## config.mk

```make
export PLATFORM = sky130hd
export DESIGN_NAME = peak_locator_flat
export DESIGN_NICKNAME = d
export VERILOG_FILES = /design/src/rtl/cv_pkg.sv /design/src/rtl/peak_locator_if.sv /design/src/rtl/argmax_tracker.sv /design/src/rtl/peak_locator.sv /design/src/flat_wrapper.sv
export SDC_FILE = /design/constraint.sdc
export NUM_CORES = 1
export LEC_CHECK = 0
export CAP_MARGIN = 20
export CORE_MARGIN = 2
export CORE_UTILIZATION = 53
export CTS_CLUSTER_SIZE = 8
export DETAILED_ROUTE_END_ITERATION = 8
export GPL_TIMING_DRIVEN = 0
export PLACE_DENSITY_LB_ADDON = 0.08
export SKIP_CTS_REPAIR_TIMING = 1
export SLEW_MARGIN = 20
export SYNTH_ARGS = -nofsm -noshare
export SYNTH_HDL_FRONTEND = slang
export SYNTH_SLANG_ARGS = --single-unit
export TNS_END_PERCENT = 100
```

## constraint.sdc

```tcl
create_clock -name clk -period 2.8 [get_ports clk]
set_input_delay 0.42 -clock clk [delete_from_list [all_inputs] [get_ports clk]]
set_output_delay 0.42 -clock clk [all_outputs]
set_load 0.03 [all_outputs]
```

## src/rtl/cv_pkg.sv

```systemverilog
// -----------------------------------------------------------------------------
// cv_pkg - shared definitions for the peak_locator score-map block.
//
// Contents:
//   GRID_U / GRID_V   default score-map geometry (cells per row / rows per map)
//   CELL_W / CELL_H   size of one map cell in pixels on the 640x480 frame
//   SCORE_W           default score sample width
//   IDX_W             raster index width (5-bit column + 5-bit row)
//   score_t, idx_t    sample and raster-index types
//   state_e           scan controller states {IDLE, SCAN, HOLD}
//   cell_px_x/_y      pixel origin of a cell, for the overlay stage
// -----------------------------------------------------------------------------
package cv_pkg;

    localparam int GRID_U  = 32;
    localparam int GRID_V  = 32;
    localparam int CELL_W  = 20;
    localparam int CELL_H  = 15;
    localparam int SCORE_W = 16;
    localparam int IDX_W   = 10;

    typedef logic [SCORE_W-1:0] score_t;
    typedef logic [IDX_W-1:0]   idx_t;

    typedef enum logic [1:0] {
        IDLE = 2'd0,
        SCAN = 2'd1,
        HOLD = 2'd2
    } state_e;

    // Left pixel column of cell u (max 31*20 = 620).
    function automatic logic [9:0] cell_px_x(input logic [4:0] u);
        return 10'(u) * 10'(CELL_W);
    endfunction

    // Top pixel row of cell v (max 31*15 = 465).
    function automatic logic [8:0] cell_px_y(input logic [4:0] v);
        return 9'(v) * 9'(CELL_H);
    endfunction

endpackage

```

## src/rtl/peak_locator_if.sv

```systemverilog
// -----------------------------------------------------------------------------
// peak_locator_if - score-sample stream into peak_locator.
//
// Signals:
//   s_valid  source has a sample
//   s_ready  sink accepts a sample (beat = s_valid && s_ready)
//   s_data   unsigned score, SCORE_W bits
//   s_first  sample is cell (0,0)
//   s_last   sample is the final cell of the map
//
// Modports: master = score source, slave = peak_locator.
// -----------------------------------------------------------------------------
interface peak_locator_if #(
    parameter int SCORE_W = 16
);

    logic               s_valid;
    logic               s_ready;
    logic [SCORE_W-1:0] s_data;
    logic               s_first;
    logic               s_last;

    modport master (
        output s_valid,
        output s_data,
        output s_first,
        output s_last,
        input  s_ready
    );

    modport slave (
        input  s_valid,
        input  s_data,
        input  s_first,
        input  s_last,
        output s_ready
    );

endinterface

```

## src/rtl/argmax_tracker.sv

```systemverilog
// -----------------------------------------------------------------------------
// argmax_tracker - running maximum of a score stream and the index where it
// was first seen.
//
// Ports:
//   clk, rst    clock, synchronous active-high reset
//   clear_i     zero best and index (discarded accumulation)
//   load_i      start a new map: best = data_i, index = 0
//   update_i    compare data_i against best; strictly greater wins
//   data_i      score sample
//   idx_i       raster index of data_i
//   best_o      current maximum
//   best_idx_o  raster index of the current maximum
//
// Priority: clear_i > load_i > update_i.
// -----------------------------------------------------------------------------
module argmax_tracker #(
    parameter int SCORE_W = 16,
    parameter int IDX_W   = 10
) (
    input  logic               clk,
    input  logic               rst,
    input  logic               clear_i,
    input  logic               load_i,
    input  logic               update_i,
    input  logic [SCORE_W-1:0] data_i,
    input  logic [IDX_W-1:0]   idx_i,
    output logic [SCORE_W-1:0] best_o,
    output logic [IDX_W-1:0]   best_idx_o
);

    logic [SCORE_W-1:0] best_q, best_d;
    logic [IDX_W-1:0]   idx_q,  idx_d;

    always_comb begin
        // NOTE: every variable gets a default before any branch, so no path
        // leaves it unassigned and no latch is inferred.
        best_d = best_q;
        idx_d  = idx_q;
        if (clear_i) begin
            best_d = '0;
            idx_d  = '0;
        end else if (load_i) begin
            best_d = data_i;
            idx_d  = '0;
        end else if (update_i && (data_i > best_q)) begin
            // Strict compare: on a tie the earlier raster cell is kept.
            best_d = data_i;
            idx_d  = idx_i;
        end
    end

    // NOTE: state registers use non-blocking assignments so all flops update
    // together on the edge regardless of statement order.
    always_ff @(posedge clk) begin
        if (rst) begin
            best_q <= '0;
            idx_q  <= '0;
        end else begin
            best_q <= best_d;
            idx_q  <= idx_d;
        end
    end

    assign best_o     = best_q;
    assign best_idx_o = idx_q;

endmodule

```

## src/rtl/peak_locator.sv

```systemverilog
// -----------------------------------------------------------------------------
// peak_locator - finds the argmax cell of a raster-order score map and
// publishes it on a video frame boundary so the overlay box never tears.
//
// Ports:
//   clk          system clock
//   rst          synchronous, active-high reset
//   s            score stream (peak_locator_if.slave)
//   frame_sync   one-cycle pulse at video frame start
//   peak_u       published peak column
//   peak_v       published peak row
//   peak_score   published peak score
//   peak_update  one-cycle pulse when the published values change
//   map_err      sticky: malformed map seen (cleared only by rst)
//
// Optional feature: define PEAK_THRESH_EN to suppress publication of maps
// whose maximum is below THRESH.
// -----------------------------------------------------------------------------
module peak_locator #(
    parameter int                 SCORE_W = cv_pkg::SCORE_W,
    parameter int                 GRID_U  = cv_pkg::GRID_U,
    parameter int                 GRID_V  = cv_pkg::GRID_V,
    parameter logic [SCORE_W-1:0] THRESH  = 16'd256
) (
    input  logic                clk,
    input  logic                rst,
    peak_locator_if.slave       s,
    input  logic                frame_sync,
    output logic [4:0]          peak_u,
    output logic [4:0]          peak_v,
    output logic [SCORE_W-1:0]  peak_score,
    output logic                peak_update,
    output logic                map_err
);

    import cv_pkg::*;

    // Column bits of the raster index; the row sits above them.
    localparam int   U_W      = $clog2(GRID_U);
    localparam idx_t LAST_IDX = idx_t'(GRID_U * GRID_V - 1);

    state_e             state_q, state_d;
    idx_t               cnt_q, cnt_d;
    logic [4:0]         peak_u_q, peak_u_d;
    logic [4:0]         peak_v_q, peak_v_d;
    logic [SCORE_W-1:0] peak_score_q, peak_score_d;
    logic               peak_update_q, peak_update_d;
    logic               map_err_q, map_err_d;

    logic               beat;
    logic               trk_clear, trk_load, trk_update;
    logic [SCORE_W-1:0] best;
    idx_t               best_idx;
    logic               pass_thresh;

    assign s.s_ready = (state_q != HOLD);
    assign beat      = s.s_valid && s.s_ready;

`ifdef PEAK_THRESH_EN
    assign pass_thresh = (best >= THRESH);
`else
    assign pass_thresh = 1'b1;
`endif

    argmax_tracker #(
        .SCORE_W (SCORE_W),
        .IDX_W   (IDX_W)
    ) u_tracker (
        .clk        (clk),
        .rst        (rst),
        .clear_i    (trk_clear),
        .load_i     (trk_load),
        .update_i   (trk_update),
        .data_i     (s.s_data),
        .idx_i      (cnt_q),
        .best_o     (best),
        .best_idx_o (best_idx)
    );

    always_comb begin
        state_d       = state_q;
        cnt_d         = cnt_q;
        peak_u_d      = peak_u_q;
        peak_v_d      = peak_v_q;
        peak_score_d  = peak_score_q;
        peak_update_d = 1'b0;
        map_err_d     = map_err_q;
        trk_clear     = 1'b0;
        trk_load      = 1'b0;
        trk_update    = 1'b0;

        unique case (state_q)
            IDLE: begin
                // Beats before the start of a map are dropped.
                if (beat && s.s_first) begin
                    trk_load = 1'b1;
                    cnt_d    = idx_t'(1);
                    state_d  = SCAN;
                end
            end

            SCAN: begin
                if (beat) begin
                    if (s.s_first) begin
                        // New map started early: flag it and restart in place.
                        map_err_d = 1'b1;
                        trk_load  = 1'b1;
                        cnt_d     = idx_t'(1);
                    end else if (s.s_last) begin
                        if (cnt_q == LAST_IDX) begin
                            trk_update = 1'b1;
                            state_d    = HOLD;
                        end else begin
                            map_err_d = 1'b1;
                            trk_clear = 1'b1;
                            state_d   = IDLE;
                        end
                    end else if (cnt_q == LAST_IDX) begin
                        // Map would exceed GRID_U*GRID_V cells without s_last.
                        map_err_d = 1'b1;
                        trk_clear = 1'b1;
                        state_d   = IDLE;
                    end else begin
                        trk_update = 1'b1;
                        cnt_d      = cnt_q + idx_t'(1);
                    end
                end
            end

            HOLD: begin
                if (frame_sync) begin
                    state_d = IDLE;
                    if (pass_thresh) begin
                        peak_u_d      = 5'(best_idx & idx_t'(GRID_U - 1));
                        peak_v_d      = 5'(best_idx >> U_W);
                        peak_score_d  = best;
                        peak_update_d = 1'b1;
                    end
                end
            end

            default: state_d = IDLE;
        endcase
    end

    always_ff @(posedge clk) begin
        if (rst) begin
            state_q       <= IDLE;
            cnt_q         <= '0;
            peak_u_q      <= '0;
            peak_v_q      <= '0;
            peak_score_q  <= '0;
            peak_update_q <= 1'b0;
            map_err_q     <= 1'b0;
        end else begin
            state_q       <= state_d;
            cnt_q         <= cnt_d;
            peak_u_q      <= peak_u_d;
            peak_v_q      <= peak_v_d;
            peak_score_q  <= peak_score_d;
            peak_update_q <= peak_update_d;
            map_err_q     <= map_err_d;
        end
    end

    assign peak_u      = peak_u_q;
    assign peak_v      = peak_v_q;
    assign peak_score  = peak_score_q;
    assign peak_update = peak_update_q;
    assign map_err     = map_err_q;

endmodule

```

## src/flat_wrapper.sv

```systemverilog
// flat-port wrapper written by rule: the top's interface ports become plain ports
module peak_locator_flat import cv_pkg::*;
#(
    parameter int                 SCORE_W = cv_pkg::SCORE_W,
    parameter int                 GRID_U  = cv_pkg::GRID_U,
    parameter int                 GRID_V  = cv_pkg::GRID_V,
    parameter logic [SCORE_W-1:0] THRESH  = 16'd256
)
  (clk, rst, frame_sync, peak_u, peak_v, peak_score, peak_update, map_err, s_s_valid, s_s_data, s_s_first, s_s_last, s_s_ready);
  peak_locator_if #(.SCORE_W(SCORE_W)) s_i ();
  input  logic clk;
  input  logic rst;
  input  logic frame_sync;
  output logic [4:0] peak_u;
  output logic [4:0] peak_v;
  output logic [SCORE_W-1:0] peak_score;
  output logic peak_update;
  output logic map_err;
  input wire logic [$bits(s_i.s_valid)-1:0] s_s_valid;
  input wire logic [$bits(s_i.s_data)-1:0] s_s_data;
  input wire logic [$bits(s_i.s_first)-1:0] s_s_first;
  input wire logic [$bits(s_i.s_last)-1:0] s_s_last;
  output wire logic [$bits(s_i.s_ready)-1:0] s_s_ready;
  assign s_i.s_valid = s_s_valid;
  assign s_i.s_data = s_s_data;
  assign s_i.s_first = s_s_first;
  assign s_i.s_last = s_s_last;
  assign s_s_ready = s_i.s_ready;
  peak_locator #(.SCORE_W(SCORE_W), .GRID_U(GRID_U), .GRID_V(GRID_V), .THRESH(THRESH)) u_core (.clk(clk), .rst(rst), .s(s_i), .frame_sync(frame_sync), .peak_u(peak_u), .peak_v(peak_v), .peak_score(peak_score), .peak_update(peak_update), .map_err(map_err));
endmodule
```

==> out/results.tsv <==
metric	value	unit
syn_area	3119	um2
slew_violations	0	
path_cells	ha_1 > nand3_1 > nor3_2 > and3_1 > ha_1 > a311o_1 > a32o_1 > buf_6 > buf_12 > mux2i_1	
clock-sinks	66	
maxCapViolCount	0	
synth-edff-count	0	
p_per_area	499.2	nW/um2
die_w	80.72	um
setup_tns	0	ns
synth_nets	423	
area_growth	25.55	%
grt-ovfl-total	0	
layout_commonest_cell	nand2_1	
dpl.hpwl	5137	um
synth_top_area_cell	dfxtp_1	
antenna_found_initial	0	
worst_ep_arrival_time	2.84	ns
wl_met1	3528	um
yosys_warnings	0	
synthMuxAreaShare	0.08343	
ys_seq_area_frac	0.4236	
status	finished clean	
ctsHtreeMaxLevel	3	
coreArea	5608	um2
min_path_type	reg2reg	
period_share	0.9288	
die_area	6515	um2
cts_tree	yes	
antenna_left	0	
start_util	0.5562	
dpl_cell_area	3710	um2
synth_top_area_share	0.4236	
cts.clk_slew.worst_paths	0.08	ns
cts_inserted_buffers	9	
total_power	1955	uW
hold_start	u_core.peak_score[4]$_SDFFE_PP0P_	
timing.rr.start	u_core.cnt_q[0]$_SDFFE_PP0P_	
ioPinCount	51	
clk_latency	0.35	ns
seqCellArea	1321	um2
clockBufferDepth	2	
finClkSkew	0.004950	ns
drive_gt1_frac	0.07366	
layout_common_cells	nand2_1 (121), dfxtp_1 (66), clkdlybuf4s50_1 (50)	
numPortBuffers	50	
synthTopCellsByArea	dfxtp_1 (42%), nand2_1 (15%), mux2i_1 (8.3%)	
rsz0062_at_grt	false	
hold_violations	0	
synth_top_family_by_area	simple AND/OR/NAND/NOR gates	
synth-main-ff-cell	dfxtp_1	
p_leak	0.001460	uW
finalCriticalPeriod	2.601	ns
vias	2797	
synth_compound_area_frac	0.1292	
root_buffer	clkbuf_8	
wl_met2	3126	um
ir_drop	0.3005	mV
hold_ws	0.4544	ns
final_area	3916	um2
place_congestion	0.8057	
met3_wirelength	351	um
yosys.area_share.simple	0.2318	
startpoint	u_core.cnt_q[0]$_SDFFE_PP0P_	
cp-end-kind	flip-flop	
antenna_cells	0	
wl_per_cell	13.73	um
route.detailed.drc	0	
syn_area_per_cell	8.144	um2
finalSetupViolCount	0	
tightest_slew	0.5806	ns
dp_slack	-0.09344	ns
async_flop_share	0	
multiInputGateArea	1629	um2
rows	27	
viasPerCell	5.379	
fmax	384.5	MHz
cpMaxStageDelayCell	dfxtp_1	
grt_max_degree	13	
crit_path_frequent_cell	ha_1	
grt_pass1_vias	2572	
grt_pass1_wl	11950	um
grt.total_usage	0.2408	
dieHeight	80.72	um
start_kind	flip-flop	
synth_xor_area_frac	0.002808	
setup_ws	0.1993	ns
routed_wirelength	7140	um
path_class	reg2reg	
fin_nets	483	
cp_data_required_time	3.04	ns
route.top_layer_used	met4	
synth-seq-cells	66	
max_slew_margin	0.6130	
syn-instance-count	383	
crit_fanout	10	
firstDrtPassIters	4	
ys_types	37	
drt_iter0_markers	124	
n_fill_cell	480	
yosys.area_share.adder	0.07220	
worst_path_largest_cell_delay	0.39	ns
[through the flow]
| stage | util | cells |
|---|---|---|
| after global placement | 0.6615 | 505 |
| after global routing | 0.6983 | 520 |
| after CTS | 0.6961 | 521 |
| after detailed placement | 0.6615 | 505 |
| final | 0.6983 | 520 |
| after floorplan | - | 383 |
[critical path: cells and delay by family (launching register included)]
kind / cells / cell delay, ns
AO/OA/AOI/OAI: 2 / 0.54
buffers and inverters: 2 / 0.30
AND/OR/NAND/NOR: 3 / 0.63
flip-flops: 1 / 0.39
multiplexers: 1 / 0.12
adder cells (fa/ha/maj): 2 / 0.51
[path summary, 6_finish.rpt]
check / to / slack, ns / cells past startpoint
max: u_core.u_tracker.best_o[13]$_SDFFE_PP0P_ / 0.20 / 10
min: u_core.peak_score[4]$_SDFFE_PP0P_ / 0.45 / 2
max reg2reg: u_core.u_tracker.best_o[13]$_SDFFE_PP0P_ / 0.20 / 10
min reg2reg: u_core.peak_score[4]$_SDFFE_PP0P_ / 0.45 / 2
[power by group]
| group | switching (uW) | internal, uW | total (uW) |
|---|---|---|---|
| Sequential | 12.4 | 954 | 966 |
| Combinational | 102 | 88.2 | 191 |
| Clock | 386 | 412 | 799 |
[area by class of cell]
| class | instances | area share |
|---|---|---|
| tap | 72 | 0.02300 |
| clock buffer | 10 | 0.03259 |
| inverter | 19 | 0.01821 |
| buffer | 20 | 0.02812 |
| clock inverter | 6 | 0.01693 |
| timing repair buffer | 50 | 0.1278 |
| sequential | 66 | 0.3374 |
| multi-input combinational | 277 | 0.4160 |
[routing by layer]
metal / up-vias / track usage
met5: - / 0
met4: 0 / 0.09322
met3: 13 / 0.05730
met2: 80 / 0.3617
met1: 1290 / 0.3343
li1: 1414 / -
[cell families (layout without fill, tap and decap cells)]
| group | count (synthesis) | after routing |
|---|---|---|
| adders and majority gates | 18 | 18 |
| DFF | 66 | 66 |
| buffers and inverters | 40 | 105 |
| muxes | 26 | 26 |
| xor gates and xnor gates | 1 | 1 |
| and+or+nand+nor | 165 | 165 |
| AOI/OAI and AO/OA | 67 | 67 |
[flip-flops by register name, summed over array words and instances (netlist names)]
register	cells
u_core.cnt_q	10
u_core.map_err	1
u_core.peak_score	16
u_core.peak_u	5
u_core.peak_update	1
u_core.peak_v	5
u_core.state_q	2
u_core.u_tracker.best_idx_o	10
u_core.u_tracker.best_o	16
[synthesized netlist by cell type, drive strengths merged (2+ instances only)]
cell type / number
nand2: 121
dfxtp: 66
a21oi: 42
mux2i: 26
inv: 19
ha: 18
clkbuf: 15
nor2: 9
buf: 6
nor3: 6
a311oi: 5
and3: 5
nand3: 5
o21ai: 5
and2: 4
or2b: 4
a211oi: 3
nand4: 3
a31o: 2
a31oi: 2
a32o: 2
a41oi: 2
or2: 2
No activity file was read; power rests on OpenSTA's default activity.
